### config.mk
export PLATFORM = sky130hd
export DESIGN_NAME = fit_smoother
export DESIGN_NICKNAME = d
export VERILOG_FILES = /design/src/rtl/fit_smoother_pkg.sv /design/src/rtl/fit_smoother_eval.sv /design/src/rtl/fit_smoother.sv
export SDC_FILE = /design/constraint.sdc
export NUM_CORES = 1
export LEC_CHECK = 0
export CAP_MARGIN = 20
export CELL_PAD_IN_SITES_DETAIL_PLACEMENT = 2
export CELL_PAD_IN_SITES_GLOBAL_PLACEMENT = 2
export CORE_ASPECT_RATIO = 2
export CORE_MARGIN = 1
export CORE_UTILIZATION = 38
export DETAILED_ROUTE_END_ITERATION = 16
export PLACE_DENSITY = 0.86
export SYNTH_ARGS = -nofsm -noshare
export SYNTH_HDL_FRONTEND = slang
export SYNTH_HIERARCHICAL = 1
export SYNTH_SLANG_ARGS = --single-unit
### constraint.sdc
create_clock -name clk_in -period 6.9 [get_ports clk_in]
set_input_delay 2.07 -clock clk_in [delete_from_list [all_inputs] [get_ports clk_in]]
set_output_delay 2.07 -clock clk_in [all_outputs]
set_load 0.03 [all_outputs]
### src/rtl/fit_smoother_pkg.sv
// Shared types and fixed-point constants for the line-fit smoother and its query evaluator.
package fit_smoother_pkg;

  typedef enum logic [1:0] {
    ST_EMPTY    = 2'd0,
    ST_TRACKING = 2'd1,
    ST_STALE    = 2'd2
  } state_t;

  // Intercept is carried in tenths of a pixel, slope in 1/64ths.
  localparam int A_SCALE = 10;
  localparam int B_SHIFT = 6;

  localparam int A_W    = 18;
  localparam int B_W    = 25;
  localparam int X_W    = 11;
  localparam int Y_W    = 20;
  localparam int PROD_W = B_W + X_W + 1;
  localparam int SUM_W  = PROD_W + 1;

  localparam logic signed [SUM_W-1:0] Y_MAX = SUM_W'((2 ** (Y_W - 1)) - 1);
  localparam logic signed [SUM_W-1:0] Y_MIN = SUM_W'(-(2 ** (Y_W - 1)));

  function automatic logic signed [Y_W-1:0] sat_y(input logic signed [SUM_W-1:0] v);
    if (v > Y_MAX) begin
      return Y_MAX[Y_W-1:0];
    end else if (v < Y_MIN) begin
      return Y_MIN[Y_W-1:0];
    end
    return v[Y_W-1:0];
  endfunction

endpackage

### src/rtl/fit_smoother_eval.sv
// Two-stage query evaluator: y = a + (b * x) >>> B_SHIFT, saturated to the y width.
module fit_eval
  import fit_smoother_pkg::*;
(
  input  logic                  i_clk,
  input  logic                  i_rst,
  input  logic                  i_req,
  input  logic signed [A_W-1:0] i_a,
  input  logic signed [B_W-1:0] i_b,
  input  logic        [X_W-1:0] i_x,
  output logic signed [Y_W-1:0] o_y,
  output logic                  o_y_valid
);

  logic                     r_v1;
  logic signed [PROD_W-1:0] r_prod;
  logic signed [A_W-1:0]    r_a1;
  logic signed [Y_W-1:0]    r_y;
  logic                     r_v2;

  logic signed [X_W:0]      w_x_s;
  logic signed [PROD_W-1:0] w_prod;
  logic signed [PROD_W-1:0] w_shift;
  logic signed [SUM_W-1:0]  w_sum;

  // x is unsigned; a zero top bit keeps the product signed-correct.
  assign w_x_s   = $signed({1'b0, i_x});
  assign w_prod  = PROD_W'(i_b) * PROD_W'(w_x_s);
  assign w_shift = r_prod >>> B_SHIFT;
  assign w_sum   = SUM_W'(r_a1) + SUM_W'(w_shift);

  always_ff @(posedge i_clk or posedge i_rst) begin
    if (i_rst) begin
      r_v1   <= 1'b0;
      r_prod <= '0;
      r_a1   <= '0;
      r_v2   <= 1'b0;
      r_y    <= '0;
    end else begin
      r_v1 <= i_req;
      r_v2 <= r_v1;
      if (i_req) begin
        r_prod <= w_prod;
        r_a1   <= i_a;
      end
      if (r_v1) begin
        r_y <= sat_y(w_sum);
      end
    end
  end

  assign o_y       = r_y;
  assign o_y_valid = r_v2;

endmodule

### src/rtl/fit_smoother.sv
// Temporal smoother for per-frame line fits: EMA tracking with jump rejection, staleness, and y queries.
// Handshake: fit_valid_in/query_valid_in are single-cycle strobes with no back-pressure; y_valid_out pulses once per accepted query.
module fit_smoother
  import fit_smoother_pkg::*;
#(
  parameter int ALPHA_SHIFT  = 2,
  parameter int MAX_JUMP_A   = 64,
  parameter int MAX_JUMP_B   = 256,
  parameter int REJECT_LIMIT = 3,
  parameter int STALE_FRAMES = 30
) (
  input  logic                  clk_in,
  input  logic                  rst_in,
  input  logic signed [A_W-1:0] a_in,
  input  logic signed [B_W-1:0] b_in,
  input  logic                  fit_valid_in,
  input  logic                  frame_tick_in,
  input  logic        [X_W-1:0] x_query_in,
  input  logic                  query_valid_in,
  output logic signed [A_W-1:0] a_smooth_out,
  output logic signed [B_W-1:0] b_smooth_out,
  output logic signed [Y_W-1:0] y_out,
  output logic                  y_valid_out,
  output logic                  lock_out,
  output logic                  stale_out,
  output state_t                dbg_state_out
);

  localparam int REJ_W  = $clog2(REJECT_LIMIT + 1);
  localparam int MISS_W = $clog2(STALE_FRAMES + 1);
  localparam logic [REJ_W-1:0]  REJ_MAX  = REJ_W'(REJECT_LIMIT);
  localparam logic [MISS_W-1:0] MISS_MAX = MISS_W'(STALE_FRAMES);
  localparam logic [A_W:0]      LIM_A    = (A_W + 1)'(MAX_JUMP_A);
  localparam logic [B_W:0]      LIM_B    = (B_W + 1)'(MAX_JUMP_B);

  state_t                r_state, w_state_nxt;
  logic signed [A_W-1:0] r_a, w_a_nxt;
  logic signed [B_W-1:0] r_b, w_b_nxt;
  logic [REJ_W-1:0]      r_rej, w_rej_nxt, w_rej_inc;
  logic [MISS_W-1:0]     r_miss, w_miss_nxt;
  logic                  r_fit_seen, w_fit_seen_nxt;
  logic                  w_seed;

  logic signed [A_W:0] w_diff_a, w_step_a, w_sum_a;
  logic signed [B_W:0] w_diff_b, w_step_b, w_sum_b;
  logic [A_W:0]        w_abs_a;
  logic [B_W:0]        w_abs_b;
  logic                w_accept;

  assign w_diff_a  = {a_in[A_W-1], a_in} - {r_a[A_W-1], r_a};
  assign w_diff_b  = {b_in[B_W-1], b_in} - {r_b[B_W-1], r_b};
  assign w_abs_a   = w_diff_a[A_W] ? -w_diff_a : w_diff_a;
  assign w_abs_b   = w_diff_b[B_W] ? -w_diff_b : w_diff_b;
  assign w_accept  = (w_abs_a <= LIM_A) && (w_abs_b <= LIM_B);
  assign w_step_a  = w_diff_a >>> ALPHA_SHIFT;
  assign w_step_b  = w_diff_b >>> ALPHA_SHIFT;
  assign w_sum_a   = {r_a[A_W-1], r_a} + w_step_a;
  assign w_sum_b   = {r_b[B_W-1], r_b} + w_step_b;
  assign w_rej_inc = r_rej + REJ_W'(1);

  always_ff @(posedge clk_in or posedge rst_in) begin
    if (rst_in) begin
      r_state    <= ST_EMPTY;
      r_a        <= '0;
      r_b        <= '0;
      r_rej      <= '0;
      r_miss     <= '0;
      r_fit_seen <= 1'b0;
    end else begin
      r_state    <= w_state_nxt;
      r_a        <= w_a_nxt;
      r_b        <= w_b_nxt;
      r_rej      <= w_rej_nxt;
      r_miss     <= w_miss_nxt;
      r_fit_seen <= w_fit_seen_nxt;
    end
  end

  always_comb begin
    w_state_nxt    = r_state;
    w_a_nxt        = r_a;
    w_b_nxt        = r_b;
    w_rej_nxt      = r_rej;
    w_miss_nxt     = r_miss;
    w_fit_seen_nxt = r_fit_seen | fit_valid_in;
    w_seed         = 1'b0;

    // A fit arriving with the tick belongs to the frame that is ending.
    if (frame_tick_in) begin
      w_fit_seen_nxt = 1'b0;
      if (r_fit_seen || fit_valid_in) begin
        w_miss_nxt = '0;
      end else if (r_miss < MISS_MAX) begin
        w_miss_nxt = r_miss + MISS_W'(1);
      end
    end

    case (r_state)
      ST_EMPTY, ST_STALE: begin
        if (fit_valid_in) w_seed = 1'b1;
      end
      ST_TRACKING: begin
        if (fit_valid_in) begin
          if (w_accept) begin
            w_a_nxt   = w_sum_a[A_W-1:0];
            w_b_nxt   = w_sum_b[B_W-1:0];
            w_rej_nxt = '0;
          end else if (w_rej_inc >= REJ_MAX) begin
            w_seed = 1'b1;
          end else begin
            w_rej_nxt = w_rej_inc;
          end
        end else if (w_miss_nxt >= MISS_MAX) begin
          w_state_nxt = ST_STALE;
        end
      end
      default: w_state_nxt = ST_EMPTY;
    endcase

    if (w_seed) begin
      w_a_nxt     = a_in;
      w_b_nxt     = b_in;
      w_rej_nxt   = '0;
      w_miss_nxt  = '0;
      w_state_nxt = ST_TRACKING;
    end
  end

  // Queries see the registered fit, so a coincident update is not visible to them.
  fit_eval u_eval (
    .i_clk     (clk_in),
    .i_rst     (rst_in),
    .i_req     (query_valid_in && (r_state == ST_TRACKING)),
    .i_a       (r_a),
    .i_b       (r_b),
    .i_x       (x_query_in),
    .o_y       (y_out),
    .o_y_valid (y_valid_out)
  );

  assign a_smooth_out  = r_a;
  assign b_smooth_out  = r_b;
  assign lock_out      = (r_state == ST_TRACKING);
  assign stale_out     = (r_state == ST_STALE);
  assign dbg_state_out = r_state;

endmodule

==> flow_metrics.env, run 1 <==
export IMPL_status="aborted with a tool error"
export IMPL_lastStage="5_1_grt"
export IMPL_toolErrorMsg="[ERROR GRT-0232] Routing congestion too high. Check the congestion heatmap in the GUI."
export IMPL_synth_most_common_cell="inv_1"
export IMPL_synth_seq_area_share_pct=14.18
export IMPL_dpl_cell_area_mm2=0.02709
export IMPL_cts_buffers=17
export IMPL_synth_top_cell_area_share_pct=22.50
export IMPL_syn_area_mm2=0.02189
export IMPL_initial_utilization_pct=38.33
export IMPL_ys_ff_latch=124
export IMPL_synthFlopType="dfrtp_1"
export IMPL_syn_mean_instance_area_um2=8.225
export IMPL_synth_common_cells="inv_1, nand2_1, fa_1"
export IMPL_ctsHtreeMaxLevel=4
export IMPL_track_usage_pct=73.12
export IMPL_fp_dieH_um=341.4
export IMPL_synth_distinct_cells=92
export IMPL_port_buffers=126
export IMPL_grt_max_degree=72
export IMPL_gp_congestion=0.9070
export IMPL_grt_overflow=192
export IMPL_ios=127
export IMPL_synth_edf_count=0
export IMPL_ys_warnings_count=6
export IMPL_clockRootBuffer="clkbuf_16"
export IMPL_die_w_um=171.7
export IMPL_crit_endpoint="u_eval/r_prod[34]$_DFFE_PP0P_/D"
export IMPL_postSynthCellCount=2661
export IMPL_netlist_top_cells_area="fa_1, dfrtp_1, ha_1"
export IMPL_row_count=124
export IMPL_worst_ep_kind="sequential cell input"
export IMPL_clock_sinks=124
export IMPL_clock_path_buffers=2
export IMPL_yosys_area_top_type="fa_1"
export IMPL_syn_num_nets=3159
export IMPL_synthArstFlopShare_pct=100.0
export IMPL_post_dp_hpwl_um=90260
export IMPL_hold_buffers=0
export IMPL_placedCellCount=3855
logic make-up after synthesis:
logic type / synth area share [%]
buf+inv: 9.175
xor+xnor: 4.716
mux: 2.641
compound gates: 17.17
flops: 14.18
fa+ha+maj: 33.53
simple gates: 18.59
routing by layer:
metal	overflow	track usage, %
met3	3	51.33
met1	0	73.06
met4	91	79.87
met5	0	4.604
met2	98	92.79
per-stage QoR:
| stage | hold slack (ps) | setup TNS [ps] | setup slack [ps] | util [%] |
|---|---|---|---|---|
| 4_1_cts | 528.1 | -2548 | -246.6 | 51.75 |
| 3_5_place_dp | 506.7 | -80220 | -1529 | 47.44 |
| 3_3_place_gp | 498.7 | -48070 | -1113 | 47.44 |
| 2_1_floorplan | 372.3 | 0 | 3.217 | - |
what timing repair did:
action	in CTS
setup endpoints to repair	76
pin swaps	165
gates cloned	9
resized for setup	311
setup buffers	59
hold endpoints to repair	0
==> run 2: changes to the inputs <==
--- a/config.mk
+++ b/config.mk
@@ -6,13 +6,10 @@
 export NUM_CORES = 1
 export LEC_CHECK = 0
 export CAP_MARGIN = 20
-export CELL_PAD_IN_SITES_DETAIL_PLACEMENT = 2
-export CELL_PAD_IN_SITES_GLOBAL_PLACEMENT = 2
-export CORE_ASPECT_RATIO = 2
 export CORE_MARGIN = 1
-export CORE_UTILIZATION = 38
+export CORE_UTILIZATION = 35
 export DETAILED_ROUTE_END_ITERATION = 16
-export PLACE_DENSITY = 0.86
+export PLACE_DENSITY_LB_ADDON = 0.15
 export SYNTH_ARGS = -nofsm -noshare
 export SYNTH_HDL_FRONTEND = slang
 export SYNTH_HIERARCHICAL = 1
==> flow_metrics.env, run 2 <==
export IMPL_status="completed"
export IMPL_clock_latency_ps=480
export IMPL_fin_util_pct=46.47
export IMPL_crit_end="u_eval/r_prod[36]"
export IMPL_path_class="in -> reg"
export IMPL_cts_buffers=17
export IMPL_tightestPinTransition_ps=1060
export IMPL_dr_first_iter_drc_count=1023
export IMPL_drc=0
export IMPL_diodes=0
export IMPL_crit_start="x_query_in[6]"
export IMPL_crit_arrival_ps=7130
export IMPL_ctsHtreeMaxLevel=4
export IMPL_syn2layout_area_growth_pct=31.02
export IMPL_crit_top_cell="fa_1"
export IMPL_r2r_start="b_smooth_out[1]"
export IMPL_syn_area_mm2=0.02189
export IMPL_postSynthCellCount=2661
export IMPL_ys_warnings_count=6
export IMPL_ios=127
export IMPL_critical_path_required_ps=7230
export IMPL_gp_congestion=0.8865
export IMPL_drive_gt1_share_pct=22.39
export IMPL_critPathTopFamily="adder cells"
export IMPL_synth_seq_area_share_pct=14.18
export IMPL_ys_ff_latch=124
export IMPL_dr_pass1_iters=5
export IMPL_r2r_end="u_eval/r_prod[30]"
export IMPL_synth_area_mux_share_pct=2.641
export IMPL_fp_dieH_um=252.1
export IMPL_critPathMaxFanout=4
export IMPL_fillers=6179
export IMPL_clk_pin_slew_ps=80
export IMPL_synthFlopType="dfrtp_1"
export IMPL_max_stage_delay_ps=520
export IMPL_die_w_um=252.1
export IMPL_synth_top_cell_area_share_pct=22.50
export IMPL_clockRootBuffer="clkbuf_16"
export IMPL_drt_wl_total_um=71100
export IMPL_cts_tree="yes"
export IMPL_setup_viol=0
export IMPL_period_share_pct=98.54
export IMPL_layout_commonest_cell="buf_4"
export IMPL_row_count=91
export IMPL_hold_viol=0
export IMPL_antenna_found_initial=1
export IMPL_syn_mean_instance_area_um2=8.225
export IMPL_synthSimpleGateAreaFrac_pct=18.59
export IMPL_track_usage_pct=22.85
export IMPL_port_buffers=126
export IMPL_ant_nets=0
export IMPL_start_kind="input port"
export IMPL_post_dp_hpwl_um=57350
export IMPL_yosys_area_top_type="fa_1"
export IMPL_clock_path_buffers=2
export IMPL_vias_per_cell=5.148
export IMPL_core_mm2=0.06171
export IMPL_rsz0062_at_grt="true"
export IMPL_synth_edf_count=0
export IMPL_reg2regPathDepth=20
export IMPL_ff2ff_setup_slack_ps=1120
export IMPL_synth_distinct_cells=92
export IMPL_grt_pass1_vias=21540
export IMPL_layout_common_cells="buf_4, inv_1, nand2_1"
export IMPL_skew_ps=19.35
export IMPL_final_nets=3621
export IMPL_synth_top_family_by_area="adder cells"
export IMPL_synthArstFlopShare_pct=100.0
export IMPL_synth_fa_ha_area_share_pct=33.53
export IMPL_path_cells="buf_4 > buf_6 > buf_4 > and2_1 > fa_1 > fa_1 > fa_2 > fa_1 > inv_1 > fa_1 > inv_2 > ha_4 > a21o_1 > a21o_1 > a21oi_2 > a2bb2oi_2 > a31oi_2 > o21ai_2 > a31oi_4 > a221o_1 > xnor2_1 > a21oi_1"
export IMPL_hold_path_class="reg -> reg"
export IMPL_drv_slew=0
export IMPL_initial_utilization_pct=35.47
export IMPL_critPathBufInv=5
export IMPL_synth_common_cells="inv_1, nand2_1, fa_1"
export IMPL_syn_num_nets=3159
export IMPL_routedWlPerCell_um=17.89
export IMPL_drv_cap=0
export IMPL_fp_dieArea_mm2=0.06354
export IMPL_max_slew_margin_rel_pct=29.06
export IMPL_clock_sinks=124
export IMPL_endpoint_kind="flip-flop"
export IMPL_synth_xor_area_share_pct=4.716
export IMPL_num_vias=20450
export IMPL_synth_compound_area_share_pct=17.17
export IMPL_largest_register="u_eval/r_prod"
export IMPL_period_minus_slack_ps=6799
export IMPL_hold_buffers=0
export IMPL_crit_slowest_cell="fa_1"
export IMPL_cp_depth=22
export IMPL_grt_overflow=0
export IMPL_max_freq_mhz=147.1
export IMPL_fin_tns_setup_ps=0
export IMPL_grt_max_degree=72
export IMPL_grt_pass1_wl_um=113900
export IMPL_synth_most_common_cell="inv_1"
export IMPL_largest_reg_flops=31
export IMPL_netlist_top_cells_area="fa_1, dfrtp_1, ha_1"
## run 2: cell counts after synthesis
No cell type changed its count.
## run 2: how the worst min path moves through the flow
| stage | from | to | cells past startpoint |
|---|---|---|---|
| 4_1_cts | u_eval/r_prod[29] | u_eval/r_prod[29] | 2 |
| 3_3_place_gp | u_eval/r_prod[29] | u_eval/r_prod[29] | 2 |
| 5_1_grt | u_eval/r_prod[21] | u_eval/r_prod[21] | 1 |
| 6_report | u_eval/r_prod[29] | u_eval/r_prod[29] | 2 |
| 2_1_floorplan | u_eval/r_v1 | u_eval/o_y_valid | 0 |
| 3_5_place_dp | u_eval/r_prod[29] | u_eval/r_prod[29] | 2 |
## run 2: cell type report
type / count / area (µm²) / share of cell area [%]
repair buffers: 555 / 4871 / 16.99
clock buffers: 17 / 425.4 / 1.483
inverters: 404 / 1516 / 5.288
well taps: 837 / 1047 / 3.652
flip-flops and latches: 124 / 3103 / 10.82
multi-input cells: 2021 / 17560 / 61.24
clock inverters: 15 / 152.6 / 0.5323
## run 2: worst reg2reg max path, stage by stage (launching register included)
cell and delay [ps]:
dfrtp_1 860, nand2_2 150, fa_2 430, fa_1 490, fa_1 510, inv_2 40
fa_1 490, inv_2 40, fa_1 510, inv_2 50, ha_4 270, and3_4 180
o211ai_1 90, a21oi_2 140, o211ai_1 160, and2_4 220, a211o_1 340, o221ai_2 210
a21oi_2 80, xnor2_1 130, mux2_4 250
## run 2: per-stage QoR
| step | hold slack (ps) | setup slack, ps | cell area (µm²) | cells |
|---|---|---|---|---|
| CTS | 514.8 | 2.111 | 28000 | 3959 |
| detailed placement | 498.9 | -1057 | 27010 | 3912 |
| finish | 504.7 | 100.7 | 28680 | 3973 |
| floorplan | 372.3 | 3.217 | 22050 | 2661 |
| global placement | 490.6 | -991.2 | 27010 | 3912 |
| global route | 535.4 | -68.06 | 28680 | 3973 |
## run 2: what timing repair did
action                     in CTS  in global routing
pin swaps                      55                125
setup buffers                   9                 13
gates cloned                    6                  1
resized for setup              88                139
setup endpoints to repair      64                 62
## run 2: logic make-up after synthesis
logic type               after synthesis
adder cells (fa/ha/maj)              439
XOR/XNOR                             117
AO/OA/AOI/OAI                        551
flip-flops                           124
multiplexers                          52
AND/OR/NAND/NOR                      862
buffers and inverters                516
## run 2: routing by layer
metal / vias up / GRT usage [%] / wire (µm)
met3: 83 / 3.167 / 2443
met1: 10160 / 29.37 / 32320
li1: 9849 / - / -
met5: - / 0 / 0
met2: 363 / 39.64 / 34810
met4: 0 / 6.788 / 1520
Power of run 2 is not shown: default switching activity piles up to over one toggle a cycle in this logic, so the estimate is an artifact.
==> run 3: changes to the inputs <==
--- a/config.mk
+++ b/config.mk
@@ -6,6 +6,8 @@
 export NUM_CORES = 1
 export LEC_CHECK = 0
 export CAP_MARGIN = 20
+export CELL_PAD_IN_SITES_DETAIL_PLACEMENT = 1
+export CELL_PAD_IN_SITES_GLOBAL_PLACEMENT = 2
 export CORE_MARGIN = 1
 export CORE_UTILIZATION = 35
 export DETAILED_ROUTE_END_ITERATION = 16
==> flow_metrics.env, run 3 (same netlist as run 2, synthesis figures left out) <==
export IMPL_status="complete, but fails checks"
export IMPL_violations="setup timing"
export IMPL_row_count=91
export IMPL_min_to="u_eval/r_prod[13]"
export IMPL_period_minus_slack_ps=6917
export IMPL_drv_cap=0
export IMPL_drive_gt1_share_pct=25.14
export IMPL_critPathMaxFanout=6
export IMPL_setup_viol=2
export IMPL_grt_pass1_vias=23540
export IMPL_antenna_found_initial=3
export IMPL_hold_path_class="reg -> reg"
export IMPL_start_kind="input port"
export IMPL_path_class="in -> reg"
export IMPL_max_freq_mhz=144.6
export IMPL_clk_pin_slew_ps=60
export IMPL_endpoint_kind="flip-flop"
export IMPL_hold_viol=0
export IMPL_cts_tree="yes"
export IMPL_ctsHtreeMaxLevel=4
export IMPL_largest_register="u_eval/r_prod"
export IMPL_rsz0062_at_grt="true"
export IMPL_gp_congestion=0.8577
export IMPL_clockRootBuffer="clkbuf_16"
export IMPL_hold_depth=1
export IMPL_r2r_start="b_smooth_out[12]"
export IMPL_layout_commonest_cell="buf_4"
export IMPL_clock_latency_ps=480
export IMPL_core_mm2=0.06171
export IMPL_grt_pass1_wl_um=127500
export IMPL_post_dp_hpwl_um=64510
export IMPL_hold_buffers=0
export IMPL_drc=0
export IMPL_clock_sinks=124
export IMPL_dr_pass1_iters=5
export IMPL_fp_dieH_um=252.1
export IMPL_largest_reg_flops=31
export IMPL_skew_ps=18.11
export IMPL_period_share_pct=100.2
export IMPL_vias_per_cell=5.213
export IMPL_clock_path_buffers=2
export IMPL_ios=127
export IMPL_crit_arrival_ps=7270
export IMPL_ff2ff_setup_slack_ps=940
export IMPL_cts_buffers=17
export IMPL_grt_max_degree=72
export IMPL_placedCellCount=3955
export IMPL_hp_start="u_eval/r_prod[13]"
export IMPL_critical_path_required_ps=7250
export IMPL_layout_common_cells="buf_4, inv_1, nand2_1"
export IMPL_die_w_um=252.1
export IMPL_port_buffers=126
export IMPL_layout_setup_ws_ps=-16.92
export IMPL_track_usage_pct=25.68
export IMPL_stdcell_count=4047
export IMPL_diodes=0
export IMPL_design_area_mm2=0.02948
export IMPL_drt_wl_total_um=81070
export IMPL_drv_slew=0
export IMPL_final_nets=3695
export IMPL_initial_utilization_pct=35.47
export IMPL_dpl_cell_area_mm2=0.02732
export IMPL_max_slew_margin_rel_pct=33.66
export IMPL_fp_dieArea_mm2=0.06354
export IMPL_num_vias=21100
export IMPL_ant_nets=0
export IMPL_tightestPinTransition_ps=995.2
export IMPL_syn2layout_area_growth_pct=34.69
export IMPL_reg2regPathDepth=21
export IMPL_routedWlPerCell_um=20.03
export IMPL_dr_first_iter_drc_count=821
export IMPL_r2r_end="u_eval/r_prod[27]"
export IMPL_grt_overflow=0
## run 3: cell count changes in the layout (fill, tap and decap cells not counted), sizes merged, moves of 2 or more
cell           before  now
dlymetal6s2s        6    4
inv               412  408
clkdlybuf4s50     112  114
clkbuf             19   25
buf               434  503
bufinv              0    2
## run 3: worst max path at each step
stage,from,endpoint,depth (start not counted)
CTS,x_query_in[7],u_eval/r_prod[36],19
finish,x_query_in[7],u_eval/r_prod[27],26
global placement,x_query_in[5],u_eval/r_prod[36],22
global route,x_query_in[7],u_eval/r_prod[27],26
detailed placement,x_query_in[5],u_eval/r_prod[36],22
floorplan,x_query_in[5],u_eval/r_prod[30],20
## run 3: what timing repair did
action | in CTS | in global routing
pin swaps | 88 | 141
buffers inserted | 21 | 33
cloned | 3 | 3
endpoints found under the setup margin | 67 | 60
resized for setup | 102 | 160
## run 3: through the flow
step / setup slack (ps) / hold WS (ps) / setup TNS, ps / utilization (%)
2_1_floorplan: 3.217 / 372.3 / 0 / -
3_3_place_gp: -1002 / 486.0 / -51580 / 44.27
3_5_place_dp: -1181 / 507.2 / -57050 / 44.27
4_1_cts: -42.66 / 528.9 / -42.66 / 46.14
5_1_grt: -209.3 / 544.2 / -1466 / 47.77
6_report: -16.92 / 522.5 / -21.75 / 47.77
## run 3: critical path: stages
cell and delay, ps:
buf_6 80, buf_12 110, buf_8 110, buf_8 100
buf_6 100, nand2_2 50, fa_1 520, inv_2 40
fa_1 470, fa_1 520, fa_1 550, inv_1 50
fa_1 490, inv_2 50, ha_4 260, nand4_1 170
inv_1 110, o211ai_1 90, buf_4 150, and2_4 140
a211o_1 320, buf_6 130, nor2b_1 100, nor2_1 60
xnor2_1 130, mux2_4 260
## run 3: final cells by class
cell class / instances / area [µm²]
sequential: 124 / 3103
fill: 7394 / 32230
multi-input combinational: 2021 / 17700
clock inverter: 13 / 156.4
inverter: 404 / 1516
timing repair buffer: 629 / 5500
clock buffer: 19 / 452.9
tap: 837 / 1047
## run 3: layer usage
layer / part of all wire (%) / GRT usage, %
met3: 2.3 / 2.393
met2: 51 / 46.49
met5: 0 / 0
met4: 1.9 / 6.494
met1: 45 / 32.53
Power of run 3 is left out for the same reason.
